### config.mk
export PLATFORM = sky130hd
export DESIGN_NAME = mul_share_arbiter_flat
export DESIGN_NICKNAME = d
export VERILOG_FILES = /design/src/rtl/mul_share_arbiter_if.sv /design/src/rtl/mul_share_arbiter.sv /design/src/flat_wrapper.sv
export SDC_FILE = /design/constraint.sdc
export NUM_CORES = 1
export LEC_CHECK = 0
export CAP_MARGIN = 30
export CORE_MARGIN = 5
export CORE_UTILIZATION = 39
export DETAILED_ROUTE_END_ITERATION = 8
export GPL_TIMING_DRIVEN = 0
export PLACE_DENSITY = 0.89
export SLEW_MARGIN = 40
export SYNTH_ARGS = -nofsm -noshare
export SYNTH_HDL_FRONTEND = slang
export SYNTH_SLANG_ARGS = --single-unit
### constraint.sdc
create_clock -name clk -period 3.6 [get_ports clk]
set_input_delay 0.9 -clock clk [delete_from_list [all_inputs] [get_ports clk]]
set_output_delay 0.9 -clock clk [all_outputs]
set_load 0.05 [all_outputs]
### src/rtl/mul_share_arbiter_if.sv
// Bus between the requesters, the shared multiplier core and the arbiter; no flow control beyond req/gnt.
// The arbiter takes the slave modport; the requester/core environment takes the master modport.
interface mul_share_arbiter_if #(
  parameter int WIDTH = 16,
  parameter int N_REQ = 4
);
  logic [N_REQ-1:0]       req;
  logic [N_REQ*WIDTH-1:0] opa;
  logic [N_REQ*WIDTH-1:0] opb;
  logic [N_REQ-1:0]       gnt;
  logic [N_REQ-1:0]       rsp_valid;
  logic [2*WIDTH-1:0]     rsp_product;
  logic                   rsp_err;
  logic                   mul_start;
  logic [WIDTH-1:0]       mul_a;
  logic [WIDTH-1:0]       mul_b;
  logic                   mul_done;
  logic [2*WIDTH-1:0]     mul_product;
  logic                   busy;

  modport slave (
    input  req, opa, opb, mul_done, mul_product,
    output gnt, rsp_valid, rsp_product, rsp_err, mul_start, mul_a, mul_b, busy
  );

  modport master (
    output req, opa, opb, mul_done, mul_product,
    input  gnt, rsp_valid, rsp_product, rsp_err, mul_start, mul_a, mul_b, busy
  );
endinterface

### src/rtl/mul_share_arbiter.sv
// Round-robin arbiter sharing one multiplier core; request-to-response is 3 cycles plus core latency.
// One transaction at a time: losers simply hold req until granted; a silent core is aborted after TIMEOUT wait cycles.
module mul_share_arbiter #(
  parameter int WIDTH   = 16,
  parameter int N_REQ   = 4,
  parameter int TIMEOUT = 64
) (
  input  logic             clk,
  input  logic             reset,
  mul_share_arbiter_if.slave bus
);
  localparam int IDX_W = (N_REQ > 1) ? $clog2(N_REQ) : 1;
  localparam int CNT_W = $clog2(TIMEOUT + 1);

  typedef enum logic [1:0] {IDLE, ISSUE, WAIT, RESP} state_t;

  state_t             state_q, state_d;
  logic [IDX_W-1:0]   ptr_q, ptr_d;
  logic [IDX_W-1:0]   owner_q, owner_d;
  logic [CNT_W-1:0]   cnt_q, cnt_d;
  logic [N_REQ-1:0]   gnt_q, gnt_d;
  logic [N_REQ-1:0]   rsp_valid_q, rsp_valid_d;
  logic               rsp_err_q, rsp_err_d;
  logic [2*WIDTH-1:0] rsp_product_q, rsp_product_d;
  logic               mul_start_q, mul_start_d;
  logic [WIDTH-1:0]   mul_a_q, mul_a_d;
  logic [WIDTH-1:0]   mul_b_q, mul_b_d;
  logic               busy_q, busy_d;

  logic               win_found;
  logic [IDX_W-1:0]   win_idx;
  int                 cand;
  logic [IDX_W-1:0]   cand_idx;

  // First requester at or after ptr, wrapping past N_REQ-1.
  always_comb begin
    win_found = 1'b0;
    win_idx   = '0;
    cand      = 0;
    cand_idx  = '0;
    for (int k = 0; k < N_REQ; k++) begin
      cand = int'(ptr_q) + k;
      if (cand >= N_REQ) cand = cand - N_REQ;
      cand_idx = cand[IDX_W-1:0];
      if (!win_found && bus.req[cand_idx]) begin
        win_found = 1'b1;
        win_idx   = cand_idx;
      end
    end
  end

  always_comb begin
    state_d       = state_q;
    ptr_d         = ptr_q;
    owner_d       = owner_q;
    cnt_d         = cnt_q;
    gnt_d         = gnt_q;
    rsp_valid_d   = '0;
    rsp_err_d     = 1'b0;
    rsp_product_d = rsp_product_q;
    mul_start_d   = 1'b0;
    mul_a_d       = mul_a_q;
    mul_b_d       = mul_b_q;
    case (state_q)
      IDLE: begin
        if (win_found) begin
          owner_d     = win_idx;
          gnt_d       = N_REQ'(1) << win_idx;
          mul_a_d     = bus.opa[win_idx*WIDTH +: WIDTH];
          mul_b_d     = bus.opb[win_idx*WIDTH +: WIDTH];
          mul_start_d = 1'b1;
          state_d     = ISSUE;
        end
      end
      ISSUE: begin
        cnt_d   = '0;
        state_d = WAIT;
      end
      WAIT: begin
        // A completion in the last allowed cycle still beats the abort.
        if (bus.mul_done) begin
          rsp_product_d = bus.mul_product;
          rsp_valid_d   = gnt_q;
          state_d       = RESP;
        end else if (cnt_q == CNT_W'(TIMEOUT - 1)) begin
          rsp_product_d = '0;
          rsp_valid_d   = gnt_q;
          rsp_err_d     = 1'b1;
          state_d       = RESP;
        end else begin
          cnt_d = cnt_q + 1'b1;
        end
      end
      RESP: begin
        gnt_d   = '0;
        ptr_d   = (owner_q == IDX_W'(N_REQ - 1)) ? '0 : owner_q + 1'b1;
        state_d = IDLE;
      end
      default: state_d = IDLE;
    endcase
    busy_d = (state_d != IDLE);
  end

  always_ff @(posedge clk or posedge reset) begin
    if (reset) begin
      state_q       <= IDLE;
      ptr_q         <= '0;
      owner_q       <= '0;
      cnt_q         <= '0;
      gnt_q         <= '0;
      rsp_valid_q   <= '0;
      rsp_err_q     <= 1'b0;
      rsp_product_q <= '0;
      mul_start_q   <= 1'b0;
      mul_a_q       <= '0;
      mul_b_q       <= '0;
      busy_q        <= 1'b0;
    end else begin
      state_q       <= state_d;
      ptr_q         <= ptr_d;
      owner_q       <= owner_d;
      cnt_q         <= cnt_d;
      gnt_q         <= gnt_d;
      rsp_valid_q   <= rsp_valid_d;
      rsp_err_q     <= rsp_err_d;
      rsp_product_q <= rsp_product_d;
      mul_start_q   <= mul_start_d;
      mul_a_q       <= mul_a_d;
      mul_b_q       <= mul_b_d;
      busy_q        <= busy_d;
    end
  end

  assign bus.gnt         = gnt_q;
  assign bus.rsp_valid   = rsp_valid_q;
  assign bus.rsp_err     = rsp_err_q;
  assign bus.rsp_product = rsp_product_q;
  assign bus.mul_start   = mul_start_q;
  assign bus.mul_a       = mul_a_q;
  assign bus.mul_b       = mul_b_q;
  assign bus.busy        = busy_q;
endmodule

### src/flat_wrapper.sv
// flat-port wrapper written by rule: the top's interface ports become plain ports
module mul_share_arbiter_flat 
#(
  parameter int WIDTH   = 16,
  parameter int N_REQ   = 4,
  parameter int TIMEOUT = 64
)
  (clk, reset, bus_req, bus_opa, bus_opb, bus_mul_done, bus_mul_product, bus_gnt, bus_rsp_valid, bus_rsp_product, bus_rsp_err, bus_mul_start, bus_mul_a, bus_mul_b, bus_busy);
  mul_share_arbiter_if #(.WIDTH(WIDTH), .N_REQ(N_REQ)) bus_i ();
  input  logic clk;
  input  logic reset;
  input wire logic [$bits(bus_i.req)-1:0] bus_req;
  input wire logic [$bits(bus_i.opa)-1:0] bus_opa;
  input wire logic [$bits(bus_i.opb)-1:0] bus_opb;
  input wire logic [$bits(bus_i.mul_done)-1:0] bus_mul_done;
  input wire logic [$bits(bus_i.mul_product)-1:0] bus_mul_product;
  output wire logic [$bits(bus_i.gnt)-1:0] bus_gnt;
  output wire logic [$bits(bus_i.rsp_valid)-1:0] bus_rsp_valid;
  output wire logic [$bits(bus_i.rsp_product)-1:0] bus_rsp_product;
  output wire logic [$bits(bus_i.rsp_err)-1:0] bus_rsp_err;
  output wire logic [$bits(bus_i.mul_start)-1:0] bus_mul_start;
  output wire logic [$bits(bus_i.mul_a)-1:0] bus_mul_a;
  output wire logic [$bits(bus_i.mul_b)-1:0] bus_mul_b;
  output wire logic [$bits(bus_i.busy)-1:0] bus_busy;
  assign bus_i.req = bus_req;
  assign bus_i.opa = bus_opa;
  assign bus_i.opb = bus_opb;
  assign bus_i.mul_done = bus_mul_done;
  assign bus_i.mul_product = bus_mul_product;
  assign bus_gnt = bus_i.gnt;
  assign bus_rsp_valid = bus_i.rsp_valid;
  assign bus_rsp_product = bus_i.rsp_product;
  assign bus_rsp_err = bus_i.rsp_err;
  assign bus_mul_start = bus_i.mul_start;
  assign bus_mul_a = bus_i.mul_a;
  assign bus_mul_b = bus_i.mul_b;
  assign bus_busy = bus_i.busy;
  mul_share_arbiter #(.WIDTH(WIDTH), .N_REQ(N_REQ), .TIMEOUT(TIMEOUT)) u_core (.clk(clk), .reset(reset), .bus(bus_i));
endmodule
==> results.md, run 1 <==
* Largest net degree at the start of global routing at 47
* Setup violations, final at 0
* Status: finished clean
* Post-synth top cells: 88 x dfrtp_1, 42 x nor2_1, 38 x a22o_1
* Design Area, Final at 0.00730 mm^2
* Largest delay share family, worst path: buffers and inverters
* Pre-CTS WS at 0.505 ns
* DRC errors left at 0
* Vias in the first global route at around 4800
* Max-slew violations at 0
* RSZ-0062 raised after global routing: false
* Core region area at 0.0109 mm^2
* CP Launch Type: input pin
* Synth cell types at 49
* Post-synthesis register bit count at 88
* First-pass GRT wire length at 23600 um
* Initial drt markers at 207
* Crit end category: register
* DR WL/cell at 19.7 um
* Slew @ Worst Pin at between 0.6 and 0.7 ns
* TritonCTS Sinks at 88
* Fin crit share at 0.765
* Crit path cell chain: clkdlybuf4s50_1 -> nor4_1 -> nand2b_1 -> buf_4 -> inv_2 -> clkbuf_1 -> nor2_1 -> a21oi_1
* Initial Utilization at 0.402
* Placed cell count at approximately 790
* Met3 Usage GRT at 0.0658
* Yosys top cell by area: dfrtp_1
* Worst endpoint data arrival time at 2.95 ns
* Port Buf Inserts at 239
* # diodes at 0
* Area grow syn2layout at 66.2%
* Busiest layer in global routing: met2
* GR Util All Layers at 0.226
* Min-Delay Path Class: reg -> reg
* Share of layout cells above drive strength 1 at 0.0758
* Final Hold Fails at 0
* H-tree depth at 3
* Final Net Count at a little over 800
* Most common cell in the netlist: dfrtp_1
* Worst vdd ir at around 0.65 mV
* Post-detailed-route via-to-cell ratio at 5.40
* Post-synthesis net count at approximately 580
* Total power at 0.00673 W
* Post-CTS Setup Inserts at 0
* Synthesized area at ~0.0044 mm^2
* Synth top area share at 0.501
* CTS buffer count at 9
* Post-synth EDFFs at 0
* Async SR Flop Fraction at 1.00
* Final WS setup at 0.846 ns
* Max Buffers Root-to-Sink at 2
* Final std cells w/o fill at 800
* Critical path class: in -> reg
* I/O Pins at 242
* Post-Place Cell Area at between 0.006 and 0.007 mm^2
* Site Rows at 38
* Max-Cap Viols at 0
* Synth warn at 0
* GP Congestion at between 0.8 and 0.9
* Via count at 4316
* Met2 Track Usage GR at 0.416
* Clock skew at 0.00822 ns
* Setup TNS at 0 ns
* Drt first pass iters at 5
* Clk Latency, worst-skew pair at approximately 0.33 ns
* Sequential share of the synthesized area at 0.501
* CTS tree: done
* Worst path max stage delay at 0.56 ns
* Critical path fanouts, max at 10
* Root Buffer: clkbuf_16
* Slew margin rel. at 0.537
* Total Wirelength at approximately 16000 um
* DP Wirelength at 12300 um
* Power density over the cells at 922 mW/mm^2
* F_max at 0.363 GHz
* Mapped Cells at 405
* Leakage power total at 3.05 nW
* WP buf/inv at 4
* Syn_area_per_cell at between 10 and 15 um^2
* Slowest CP cell: nor4_1
* Required time worst endpoint at 3.79 ns
* GRT Residual Overflow at 0
* Largest cells by area after synthesis: dfrtp_1 50%, a22o_1 7.6%, mux2_1 5.9%
* Hold-fix buffers at CTS at 0
* Die Span Y at approximately 120 um
* Min Tclk post-route at approximately 2.8 ns
* Antenna Nets Post-Route at 0
* Antenna violations before repair at 0
* CTS resizes at 0
* Clock transition at path regs at about 0.06 ns
* Routing usage on met1 at 0.245
* Die width at 116 um
* Primary FF master, synth: dfrtp_1
* Die footprint at around 0.013 mm^2
==> cell families (layout without fill, tap and decap cells) <==
kind of cell             count (synthesis)  count (layout)  synth area share
AND/OR/NAND/NOR                        101             101             0.101
flip-flops                              88              88             0.501
XOR/XNOR                                 3               3           0.00598
multiplexers                            35              35            0.0886
adder cells (fa/ha/maj)                  6               6            0.0171
AO/OA/AOI/OAI                          129             129             0.232
buffers and inverters                   43             298            0.0538
==> flip-flops by register name (all words and copies together) (netlist names) <==
register,cells
u_core.bus.mul_b,16
u_core.bus.mul_start,1
u_core.state_q,2
u_core.bus.mul_a,16
u_core.bus.busy,1
u_core.owner_q,2
u_core.bus.rsp_valid,4
u_core.bus.rsp_product,32
u_core.bus.gnt,4
u_core.cnt_q,7
u_core.ptr_q,2
u_core.bus.rsp_err,1
==> final timing paths <==
check	cells after the start	slack [ns]	endpoint	startpoint
min reg2reg	2	0.49	u_core.owner_q[1]	u_core.owner_q[1]
max reg2reg	7	1.46	u_core.bus.mul_a[15]	u_core.ptr_q[1]
min	2	0.49	u_core.owner_q[1]	u_core.owner_q[1]
min in group asynchronous	2	0.96	u_core.bus.rsp_product[23]	reset
max in group asynchronous	3	2.08	u_core.bus.mul_a[8]	reset
max	8	0.85	u_core.bus.mul_a[6]	bus_req[2]
==> layout by cell type (no fill, tap or decap), types with 2 or more instances in the layout <==
| master | netlist | layout |
|---|---|---|
| clkdlybuf4s50_1 | 0 | 239 |
| dfrtp_1 | 88 | 88 |
| nor2_1 | 42 | 42 |
| a22o_1 | 38 | 38 |
| nand2_1 | 37 | 37 |
| a21oi_1 | 33 | 33 |
| a221oi_1 | 26 | 26 |
| mux2_1 | 23 | 23 |
| buf_2 | 12 | 12 |
| clkbuf_1 | 10 | 11 |
| inv_1 | 11 | 10 |
| clkbuf_16 | 0 | 9 |
| buf_6 | 7 | 7 |
| mux2i_1 | 7 | 7 |
| o22a_1 | 7 | 7 |
| a221o_1 | 6 | 6 |
| ha_1 | 6 | 6 |
| nor2b_1 | 4 | 4 |
| o21ai_0 | 4 | 4 |
| mux2_2 | 4 | 4 |
| and3_1 | 3 | 3 |
| nand3_1 | 3 | 3 |
| buf_4 | 2 | 2 |
| nand2b_1 | 2 | 2 |
| and2_1 | 2 | 2 |
| o21bai_1 | 2 | 2 |
| inv_6 | 0 | 2 |
| xnor2_1 | 2 | 2 |
| clkinvlp_4 | 0 | 2 |
==> layer usage <==
metal  vias to the layer above  wire length, um
met5                         -                0
met4                         0              388
met3                        37             1570
met2                       237             7990
met1                      2043             5780
li1                       1999                -
==> worst register-to-register path, stage by stage (launching register included) <==
cell	delay (ns)
dfrtp_1	0.39
buf_2	0.22
a21oi_1	0.09
o211a_1	0.22
clkbuf_1	0.25
buf_2	0.28
a221oi_1	0.43
a21oi_1	0.12
==> per-stage QoR <==
step	util	hold WS, ns
final	0.668	0.488
after global routing	0.668	0.514
after CTS	0.667	0.491
after detailed placement	0.639	0.475
after global placement	0.636	0.476
after floorplan	-	0.450
==> power breakdown <==
group	switching (W)	total, W	internal, W
clock network	0.000379	0.000934	0.000556
logic	0.00255	0.00409	0.00153
registers	0.000275	0.00171	0.00143
total	0.00320	0.00673	0.00352
==> final cells by class <==
type	count	area, um^2
clock inverter	4	53.8
tap	140	175
fill	808	3640
inverter	12	50.0
buffer	31	191
sequential	88	2200
timing repair buffer	240	2420
clock buffer	11	243
multi-input combinational	274	1960
No activity file was read; power rests on OpenSTA's default activity.
==> inputs of run 2 (changes only) <==
Settings changed: CORE_UTILIZATION 39 to 35, PLACE_DENSITY 0.89 to 0.85.
Clock period 3.6 ns to 2.5 ns, I/O delays scaled along.
==> results.md, run 2 (same netlist as run 1, synthesis figures left out) <==
* Fillers at 999 (was 808)
* Antenna violations before repair at 0 (unchanged)
* DRC errors left at 0 (unchanged)
* Die Span Y at 122 um (was 116 um)
* Most frequent cells in the layout: 238 x clkdlybuf4s50_1, 88 x dfrtp_1, 42 x nor2_1 (was 239 x clkdlybuf4s50_1, 88 x dfrtp_1, 42 x nor2_1)
* First-pass GRT wire length at 23600 um (about the same)
* Required time worst endpoint at 2.70 ns (was 3.79 ns)
* Flip-flop and latch area at 0.00220 mm^2 (unchanged)
* Sequential Power Share at 0.250 (was 0.254)
* Vias in the first global route at 4532 (was 4808)
* Area of the multi-input gates at 0.00198 mm^2 (was 0.00196 mm^2)
* Max Buffers Root-to-Sink at 2 (unchanged)
* GR Util All Layers at 0.202 (was 0.226)
* Max-Cap Viols at 0 (unchanged)
* Status: finished clean (unchanged)
* CTS buffer count at 9 (unchanged)
* GP Congestion at 0.808 (was 0.886)
* I/O Pins at 242 (unchanged)
* R2r setup slk at 0.39 ns (was 1.46 ns)
* Hold_ws at 0.489 ns (was 0.488 ns)
* Initial Utilization at 0.352 (was 0.402)
* Switching Fraction at 0.470 (was 0.476)
* Worst endpoint data arrival time at 2.59 ns (was 2.95 ns)
* Final std cells w/o fill at 838 (was 800)
* Int Power at 0.00521 W (was 0.00352 W)
* Commonest non-fill, non-tap cell in the layout: clkdlybuf4s50_1 (unchanged)
* Setup TNS at 0 ns (unchanged)
* CP Launch Type: input pin (unchanged)
* Critical path class: in -> reg (unchanged)
* Fin crit share at 0.954
* Slew @ Worst Pin at 0.734 ns (was 0.695 ns)
* Slowest CP cell: clkdlybuf4s50_1 (was nor4_1)
* Logic pwr share at 0.599 (was 0.607)
* Clock share of power at 0.150 (was 0.139)
* Via count at 4319 (was 4316)
* DP Wirelength at 12300 um (about the same)
* RSZ-0062 raised after global routing: false (unchanged)
* Max reg flops at 32 (unchanged)
* Leakage power total at 3.13 nW (was 3.05 nW)
* Antenna Nets Post-Route at 0 (unchanged)
* Crit end category: register (unchanged)
* Site Rows at 41 (was 38)
* Clk Latency, worst-skew pair at 0.34 ns (was 0.33 ns)
* Port Buf Inserts at 239 (unchanged)
* H-tree depth at 3 (unchanged)
* Final Net Count at 834 (was 829)
* Placed cell count at 820 (was 785)
* Root Buffer: clkbuf_16 (unchanged)
* Total Wirelength at 15700 um (about the same)
* Hold-fix buffers at CTS at 0 (unchanged)
* Slew margin rel. at 0.511 (was 0.537)
* WP buf/inv at 2 (was 4)
* Crit path cell chain: clkdlybuf4s50_1 -> mux2_4 -> o221ai_4 -> buf_6 -> mux2_1 -> nand2_1 -> a21oi_1 (was clkdlybuf4s50_1 -> nor4_1 -> nand2b_1 -> buf_4 -> inv_2 -> clkbuf_1 -> nor2_1 -> a21oi_1)
* Die width at 122 um (was 116 um)
* Clock transition at path regs at 0.06 ns (about the same)
* Area grow syn2layout at 70.3% (was 66.2%)
* Share of layout cells above drive strength 1 at 0.0871 (was 0.0758)
* TritonCTS Sinks at 88 (unchanged)
* F_max at 0.419 GHz
* Core region area at 0.0125 mm^2 (was 0.0109 mm^2)
* Psw at 0.00462 W (was 0.00320 W)
* GRT Residual Overflow at 0 (unchanged)
* Total power at 0.00983 W (was 0.00673 W)
* Max-slew violations at 0 (unchanged)
* Power density over the cells at 1310 mW/mm^2 (was 922 mW/mm^2)
* CTS tree: done (unchanged)
* Setup violations, final at 0 (unchanged)
* Die footprint at 0.0149 mm^2 (was 0.0135 mm^2)
* Drt first pass iters at 4 (was 5)
* Min-Delay Path Class: reg -> reg (unchanged)
* Worst path max stage delay at 0.56 ns (about the same)
* Critical path fanouts, max at 10 (unchanged)
* Worst vdd ir at 0.926 mV (was 0.654 mV)
* Final Hold Fails at 0 (unchanged)
* DR WL/cell at 18.7 um (was 19.7 um)
* Largest net degree at the start of global routing at 25 (was 47)
* # diodes at 0 (unchanged)
* Post-detailed-route via-to-cell ratio at 5.15 (was 5.40)
* Clock skew at 0.00529 ns (was 0.00822 ns)
* Largest delay share family, worst path: buffers and inverters (unchanged)
* Core Util, Final at 0.600 (was 0.668)
* Initial drt markers at 258 (was 207)
* Min Tclk post-route at 2.39 ns
==> run 2: cell types whose count changed in the layout (fill, tap and decap cells not counted), sizes merged <==
cell,previous run,this run
clkbuf,21,20
buf,22,27
inv,13,12
clkinvlp,2,1
clkinv,0,3
clkdlybuf4s50,239,238
dlymetal6s2s,0,1
bufinv,1,2
==> run 2: cell type report <==
class	instances	share of cell area
Timing Repair Buffer	245	0.336
Sequential cell	88	0.294
Multi-Input combinational cell	274	0.265
Clock buffer	10	0.0320
Tap cell	172	0.0288
Buffer	31	0.0256
Clock inverter	6	0.0122
Inverter	12	0.00652
==> run 2: repair_timing <==
action                                  CTS  global route
buffers inserted                          0             2
gates resized for setup                   0             3
endpoints found under the hold margin     0             0
endpoints found under the setup margin    0            19
==> run 2: path summary, 6_finish.rpt <==
check | startpoint | endpoint | cells after the start
hold reg to reg | u_core.owner_q[0] | u_core.ptr_q[0] | 1
hold / removal | u_core.owner_q[0] | u_core.ptr_q[0] | 1
max in group asynchronous | reset | u_core.state_q[0] | 5
min in group asynchronous | reset | u_core.bus.mul_b[4] | 2
setup reg to reg | u_core.state_q[0] | u_core.cnt_q[5] | 8
setup / recovery | bus_req[1] | u_core.bus.mul_b[15] | 7
==> run 2: power groups by stage <==
stage / Clock (W) / Sequential [W] / Combinational [W]
2_1_floorplan: 0 / 0.00433 / 0.00195
3_3_place_gp: 0 / 0.00245 / 0.00576
3_5_place_dp: 0 / 0.00246 / 0.00591
4_1_cts: 0.00150 / 0.00246 / 0.00592
5_1_grt: 0.00156 / 0.00254 / 0.00624
6_report: 0.00148 / 0.00246 / 0.00589
==> run 2: metal layers <==
layer	global-route usage	share of wire	vias to the layer above	routed length, um
met5	0	0	-	0
met4	0.0595	0.014	0	224
met3	0.0673	0.10	20	1580
met2	0.359	0.51	212	7920
met1	0.230	0.38	2071	5960
li1	-	-	2016	-
==> run 2: per-stage QoR <==
stage / setup slack (ns) / area (um^2)
2_1_floorplan: 0.491 / 4400
3_3_place_gp: -0.264 / 7000
3_5_place_dp: -0.308 / 7120
4_1_cts: 0.0489 / 7450
5_1_grt: 0.0348 / 7480
6_report: 0.115 / 7480
==> run 2: worst register-to-register path, stage by stage, from the launching register on <==
cell,delay [ns]
dfrtp_1,0.40
inv_1,0.08
ha_1,0.28
and2_1,0.18
clkbuf_1,0.16
or3_1,0.44
a211oi_2,0.23
xnor2_1,0.15
nor2_1,0.06
==> inputs of run 3 (changes only) <==
Settings changed: HOLD_SLACK_MARGIN set to 0.03.
==> results of run 3 <==
No change in the layout: final DEF, timing and power equal those of run 2.
